[config.mk]
export PLATFORM = sky130hd
export DESIGN_NAME = eeprom_read_ctrl
export DESIGN_NICKNAME = d
export VERILOG_FILES = /design/src/rtl/eeprom_pkg.sv /design/src/rtl/eeprom_wait_cnt.sv /design/src/rtl/eeprom_read_ctrl.sv
export SDC_FILE = /design/constraint.sdc
export NUM_CORES = 1
export LEC_CHECK = 0
export BUFFER_PORTS_ARGS = -buffer_cell sky130_fd_sc_hd__buf_2
export CORE_MARGIN = 2
export CORE_UTILIZATION = 51
export DETAILED_ROUTE_END_ITERATION = 7
export GPL_TIMING_DRIVEN = 1
export PLACE_DENSITY_LB_ADDON = 0.12
export SYNTH_ARGS = -nofsm -noshare
export SYNTH_HDL_FRONTEND = slang
export SYNTH_SLANG_ARGS = --single-unit
[constraint.sdc]
create_clock -name Clk -period 2.6 [get_ports Clk]
set_input_delay 0.13 -clock Clk [delete_from_list [all_inputs] [get_ports Clk]]
set_output_delay 0.13 -clock Clk [all_outputs]
set_load 0.01 [all_outputs]
[src/rtl/eeprom_pkg.sv]
// rtl/eeprom_pkg.sv - shared types and defaults for the EEPROM burst read controller
//
// Holds the controller state enum, the default parameter values used by
// eeprom_read_ctrl, and the width of the access-cycle counter.
package eeprom_pkg;

  localparam int DEF_ADDR_W   = 8;
  localparam int DEF_DATA_W   = 8;
  localparam int DEF_LEN_W    = 4;
  localparam int DEF_WAIT_CYC = 3;

  // Wide enough for WAIT_CYC up to 15.
  localparam int CNT_W = 4;

  typedef enum logic [2:0] {
    ST_IDLE   = 3'd0,
    ST_SETUP  = 3'd1,
    ST_WAIT   = 3'd2,
    ST_CAPT   = 3'd3,
    ST_FINISH = 3'd4
  } state_t;

endpackage

[src/rtl/eeprom_wait_cnt.sv]
// rtl/eeprom_wait_cnt.sv - loadable down-counter timing the EEPROM output-enable window
//
// Ports:
//   i_clk      system clock
//   i_rst      synchronous active-high reset, clears the count
//   i_load     load i_load_val (has priority over i_dec)
//   i_load_val value loaded into the counter
//   i_dec      decrement by one (saturates at zero)
//   o_tc       terminal count: high while the count equals one, i.e. during
//              the last cycle of the window
module eeprom_wait_cnt #(
  parameter int CNT_W = 4
) (
  input  logic             i_clk,
  input  logic             i_rst,
  input  logic             i_load,
  input  logic [CNT_W-1:0] i_load_val,
  input  logic             i_dec,
  output logic             o_tc
);

  logic [CNT_W-1:0] r_cnt;

  always_ff @(posedge i_clk) begin
    if (i_rst) begin
      r_cnt <= '0;
    end else if (i_load) begin
      r_cnt <= i_load_val;
    end else if (i_dec && (r_cnt != '0)) begin
      r_cnt <= r_cnt - CNT_W'(1);
    end
  end

  assign o_tc = (r_cnt == CNT_W'(1));

endmodule

[src/rtl/eeprom_read_ctrl.sv]
// rtl/eeprom_read_ctrl.sv - burst read controller for an asynchronous parallel EEPROM
//
// Reads BurstLen consecutive words starting at StartAddr. Each word takes
// one SETUP cycle, WAIT_CYC output-enable cycles and one CAPT cycle; the
// burst ends with a single FINISH cycle pulsing Done.
//
// Optional feature: define EEPROM_CHECKSUM_EN to add the Checksum output
// (XOR of all words captured since the last accepted Start).
//
// Ports:
//   Clk        system clock, all logic on posedge
//   Rst        synchronous active-high reset
//   Start      burst request, only sampled in IDLE
//   StartAddr  first word address, captured with Start
//   BurstLen   number of words, captured with Start (0 = no chip access)
//   Busy       high in every state except IDLE
//   Done       one-cycle pulse at burst end
//   RdData     last captured word, held until overwritten
//   RdValid    one-cycle pulse per captured word
//   EE_Addr    EEPROM address bus (registered)
//   EE_CE_n    EEPROM chip enable, active-low (registered)
//   EE_OE_n    EEPROM output enable, active-low (registered)
//   EE_Data    EEPROM data bus
//   Checksum   XOR of captured words (EEPROM_CHECKSUM_EN only)
module eeprom_read_ctrl
  import eeprom_pkg::*;
#(
  parameter int ADDR_W   = DEF_ADDR_W,
  parameter int DATA_W   = DEF_DATA_W,
  parameter int LEN_W    = DEF_LEN_W,
  parameter int WAIT_CYC = DEF_WAIT_CYC
) (
  input  logic              Clk,
  input  logic              Rst,
  input  logic              Start,
  input  logic [ADDR_W-1:0] StartAddr,
  input  logic [LEN_W-1:0]  BurstLen,
  output logic              Busy,
  output logic              Done,
  output logic [DATA_W-1:0] RdData,
  output logic              RdValid,
  output logic [ADDR_W-1:0] EE_Addr,
  output logic              EE_CE_n,
  output logic              EE_OE_n,
  input  logic [DATA_W-1:0] EE_Data
`ifdef EEPROM_CHECKSUM_EN
  ,
  output logic [DATA_W-1:0] Checksum
`endif
);

  state_t r_state;
  state_t w_state_nxt;

  logic [ADDR_W-1:0] r_addr;
  logic [LEN_W-1:0]  r_remain;
  logic [DATA_W-1:0] r_rd_data;
  logic              r_busy;
  logic              r_done;
  logic              r_valid;
  logic              r_ce_n;
  logic              r_oe_n;

  logic w_busy_d;
  logic w_done_d;
  logic w_valid_d;
  logic w_ce_n_d;
  logic w_oe_n_d;
  logic w_cnt_load;
  logic w_cnt_dec;
  logic w_tc;
  logic w_accept;
  logic w_capture;
  logic w_more;

  // Words still to fetch after the one being captured now.
  assign w_more = (r_remain > LEN_W'(1));

  eeprom_wait_cnt #(
    .CNT_W (CNT_W)
  ) u_wait_cnt (
    .i_clk      (Clk),
    .i_rst      (Rst),
    .i_load     (w_cnt_load),
    .i_load_val (CNT_W'(WAIT_CYC)),
    .i_dec      (w_cnt_dec),
    .o_tc       (w_tc)
  );

  // State register plus the registered outputs, which are decoded from the
  // next state so that each pin changes on the same edge the state does.
  always_ff @(posedge Clk) begin
    if (Rst) begin
      r_state <= ST_IDLE;
      r_busy  <= 1'b0;
      r_done  <= 1'b0;
      r_valid <= 1'b0;
      r_ce_n  <= 1'b1;
      r_oe_n  <= 1'b1;
    end else begin
      r_state <= w_state_nxt;
      r_busy  <= w_busy_d;
      r_done  <= w_done_d;
      r_valid <= w_valid_d;
      r_ce_n  <= w_ce_n_d;
      r_oe_n  <= w_oe_n_d;
    end
  end

  // Next-state logic.
  always_comb begin
    w_state_nxt = r_state;
    case (r_state)
      ST_IDLE: begin
        if (Start) begin
          w_state_nxt = (BurstLen != '0) ? ST_SETUP : ST_FINISH;
        end
      end
      ST_SETUP:  w_state_nxt = ST_WAIT;
      ST_WAIT: begin
        if (w_tc) begin
          w_state_nxt = ST_CAPT;
        end
      end
      ST_CAPT:   w_state_nxt = w_more ? ST_SETUP : ST_FINISH;
      ST_FINISH: w_state_nxt = ST_IDLE;
      default:   w_state_nxt = ST_IDLE;
    endcase
  end

  // Output and datapath-control decode.
  always_comb begin
    w_busy_d   = (w_state_nxt != ST_IDLE);
    w_done_d   = (w_state_nxt == ST_FINISH);
    w_valid_d  = (w_state_nxt == ST_CAPT);
    w_ce_n_d   = !((w_state_nxt == ST_SETUP) || (w_state_nxt == ST_WAIT) ||
                   (w_state_nxt == ST_CAPT));
    w_oe_n_d   = (w_state_nxt != ST_WAIT);
    w_cnt_load = (r_state == ST_SETUP);
    w_cnt_dec  = (r_state == ST_WAIT);
    w_accept   = (r_state == ST_IDLE) && Start;
    w_capture  = (r_state == ST_WAIT) && w_tc;
  end

  // Address / length / data registers. The address is updated on the edge
  // entering SETUP, so it doubles as the registered EE_Addr bus; the +1
  // wraps naturally at 2^ADDR_W.
  always_ff @(posedge Clk) begin
    if (Rst) begin
      r_addr    <= '0;
      r_remain  <= '0;
      r_rd_data <= '0;
    end else begin
      if (w_accept) begin
        r_addr   <= StartAddr;
        r_remain <= BurstLen;
      end
      if (w_capture) begin
        r_rd_data <= EE_Data;
      end
      if (r_state == ST_CAPT) begin
        r_remain <= r_remain - LEN_W'(1);
        if (w_more) begin
          r_addr <= r_addr + ADDR_W'(1);
        end
      end
    end
  end

`ifdef EEPROM_CHECKSUM_EN
  logic [DATA_W-1:0] r_checksum;

  always_ff @(posedge Clk) begin
    if (Rst) begin
      r_checksum <= '0;
    end else if (w_accept) begin
      r_checksum <= '0;
    end else if (w_capture) begin
      r_checksum <= r_checksum ^ EE_Data;
    end
  end

  assign Checksum = r_checksum;
`endif

  assign Busy    = r_busy;
  assign Done    = r_done;
  assign RdValid = r_valid;
  assign RdData  = r_rd_data;
  assign EE_Addr = r_addr;
  assign EE_CE_n = r_ce_n;
  assign EE_OE_n = r_oe_n;

endmodule

==> impl_results.md <==
- Setup CP Type: reg -> reg
- Crit path DAT: 2.24 ns
- Synthesized Nets: 190
- Area Growth Syn to Fin: 17.9%
- Post-CTS resize count: 0
- Dpl hpwl: 2480 um
- Synth warnings: 0
- Commonest non-fill, non-tap cells in the layout: buf_2 (43), dfxtp_1 (32), nor2_1 (17), mux2i_1 (11)
- Setup bufs post-CTS: 0
- Die X: 60.0 um
- Hold Fails Final Rpt: 0
- Initial antenna violation count: 0
- CP max FO: 4
- Critical Path Source Type: flop
- Period utilization: 76.2%
- First-pass GRT wire length: 5320 um
- Clock-pin slew on the worst setup and hold paths: 0.10 ns
- Max-Cap Viols: 0
- Worst VDD drop: 0.370 mV
- Core ar.: 3000 um2
- Worst skew pair latency: 0.33 ns
- I/O pin count: 44
- # DRC: 0
- H-tree levels: 2
- FMAX: 505 MHz
- Setup TNS: 0 ns
- Leak: 0.868 nW
- Mapped Cells: 162
- TritonCTS buffer count: 5
- Clock Root Buffer: clkbuf_4
- Yosys reg bits: 32
- Post-route clock skew: 0.00556 ns
- Syn avg cell area: 9.86 um2
- Placement Rows: 20
- Path type of the worst min-delay path: in -> reg
- Post-layout util: 62.7%
- Layout Nets: 233
- Hold_buf cts: 0
- Vias in the first global route: 1,236
- Max-slew violations: 0
- TritonCTS clock tree: yes
- Largest net degree at the start of global routing: 33
- Required @ worst endpoint: 2.86 ns
- Die Span Y: 60.0 um
- GP Congestion: 0.781
- First-pass DRT Iterations: 4
- Post-route ant nets: 0
- Initial Util: 53.2%
- Final WL: 3350 um
- Pwr Total: 1.19 mW
- Final setup viols: 0
- Library cells used by synthesis: 56
- Clk sinks: 32
- Avg WL per Cell: 14.0 um
- IO buf count: 43
- Overflow after GRT: 0
- Die footprint: 3590 um2
- Post-synth EDFFs: 0
- Relative slew slack: 60.8%
- Clock Path Buffers: 2
- Vias: 1,334
- ANT cells: 0
- Crit path capture type: flop
- Slew @ Worst Pin: 0.588 ns
- DR iter-0 viols: 37
- Status: finished clean
- Register area share after synthesis: 40.1%
- Share of synthesized registers carrying an async set or reset: 0%
- Share of layout cells above drive strength 1: 33.5%
- Mapped Area: 1600 um2
- PD cells: 629 nW/um2
- Via/cell ratio: 5.58
- Fill count: 268
- Post-layout minimum cycle time: 1.98 ns
- Commonest non-fill, non-tap cell in the layout: buf_2
- Overall Global Routing Usage: 20.3%
- Synth Flop Type: dfxtp_1
- RSZ-0062 raised after global routing: no
layer usage:
| metal | GRT usage, % | routed length, um | share of wire [%] |
|---|---|---|---|
| met1 | 24.2 | 1530 | 46 |
| met2 | 33.2 | 1640 | 49 |
| met3 | 8.23 | 169 | 5.0 |
| met4 | 6.35 | 19 | 0.57 |
| met5 | 0 | 0 | 0 |
cell type report:
type	instances	area, um2	area share, %
well taps	33	41.3	2.19
clock buffers	6	41.3	2.19
repair buffers	44	223	11.8
clock inverters	2	35.0	1.86
multi-input cells	113	868	46.1
flip-flops and latches	32	641	34.0
inverters	9	33.8	1.79
metrics by stage:
| stage | instances | setup slack (ns) | area (um2) | hold WS [ns] |
|---|---|---|---|---|
| floorplan | 162 | 0.778 | 1600 | 0.201 |
| global placement | 231 | 0.735 | 1810 | 0.359 |
| detailed placement | 231 | 0.652 | 1810 | 0.373 |
| CTS | 239 | 0.630 | 1880 | 0.0198 |
| global route | 239 | 0.525 | 1880 | 0.000926 |
| finish | 239 | 0.619 | 1880 | 0.0299 |
registers in the layout, indices dropped and copies added (netlist names):
| name | flops |
|---|---|
| Busy | 1 |
| u_wait_cnt.r_cnt | 4 |
| RdData | 8 |
| Done | 1 |
| EE_CE_n | 1 |
| EE_Addr | 8 |
| RdValid | 1 |
| r_remain | 4 |
| r_state | 3 |
| EE_OE_n | 1 |
cell usage after synthesis, types with 2 or more instances:
master     n  area [um2]
inv_1      9        33.8
a21oi_1    5        25.0
nand2b_1   4        25.0
dfxtp_1   32         641
o22ai_1    4        25.0
nand3_1    5        25.0
mux2i_1   11         110
a32oi_1    3        26.3
nor2_2     3        18.8
ha_1       5        62.6
mux2_1     2        22.5
and3_1     2        12.5
buf_6      2        22.5
nor2_1    17        63.8
buf_4      2        15.0
nand2_1    9        33.8
clkbuf_1   2        7.51
nor3_1     5        25.0
xnor2_1    3        26.3
cells by family (layout without fill, tap and decap cells):
group	after synthesis	in the layout	share of synthesized area [%]
and+or+nand+nor	58	58	21.5
AOI/OAI and AO/OA	32	32	17.8
DFF	32	32	40.1
buffers and inverters	17	61	5.49
muxes	14	14	9.01
adders and majority gates	5	5	3.92
xor gates and xnor gates	4	4	2.19
power breakdown:
group / internal [mW] / switching, mW
Combinational: 0.110 / 0.130
Sequential: 0.530 / 0.0405
Clock: 0.202 / 0.172
Total: 0.842 / 0.343
critical path, cell delays in order, from the launching register on:
cell and delay, ns:
dfxtp_1 0.38, inv_1 0.10, ha_1 0.23, or2_4 0.29
a2111oi_4 0.41, mux2_2 0.37, a21oi_1 0.13
worst paths after layout:
path                            startpoint                     end  slack [ns]  cells after the start
setup / recovery  r_remain[0]$_SDFFE_PP0P_   EE_Addr[5]$_SDFF_PP0_        0.62                      6
hold / removal                StartAddr[5]   EE_Addr[5]$_SDFF_PP0_        0.03                      3
setup reg to reg  r_remain[0]$_SDFFE_PP0P_   EE_Addr[5]$_SDFF_PP0_        0.62                      6
hold reg to reg     RdData[6]$_SDFFE_PP0P_  RdData[6]$_SDFFE_PP0P_        0.50                      2
(Power assumes the default switching activity.)
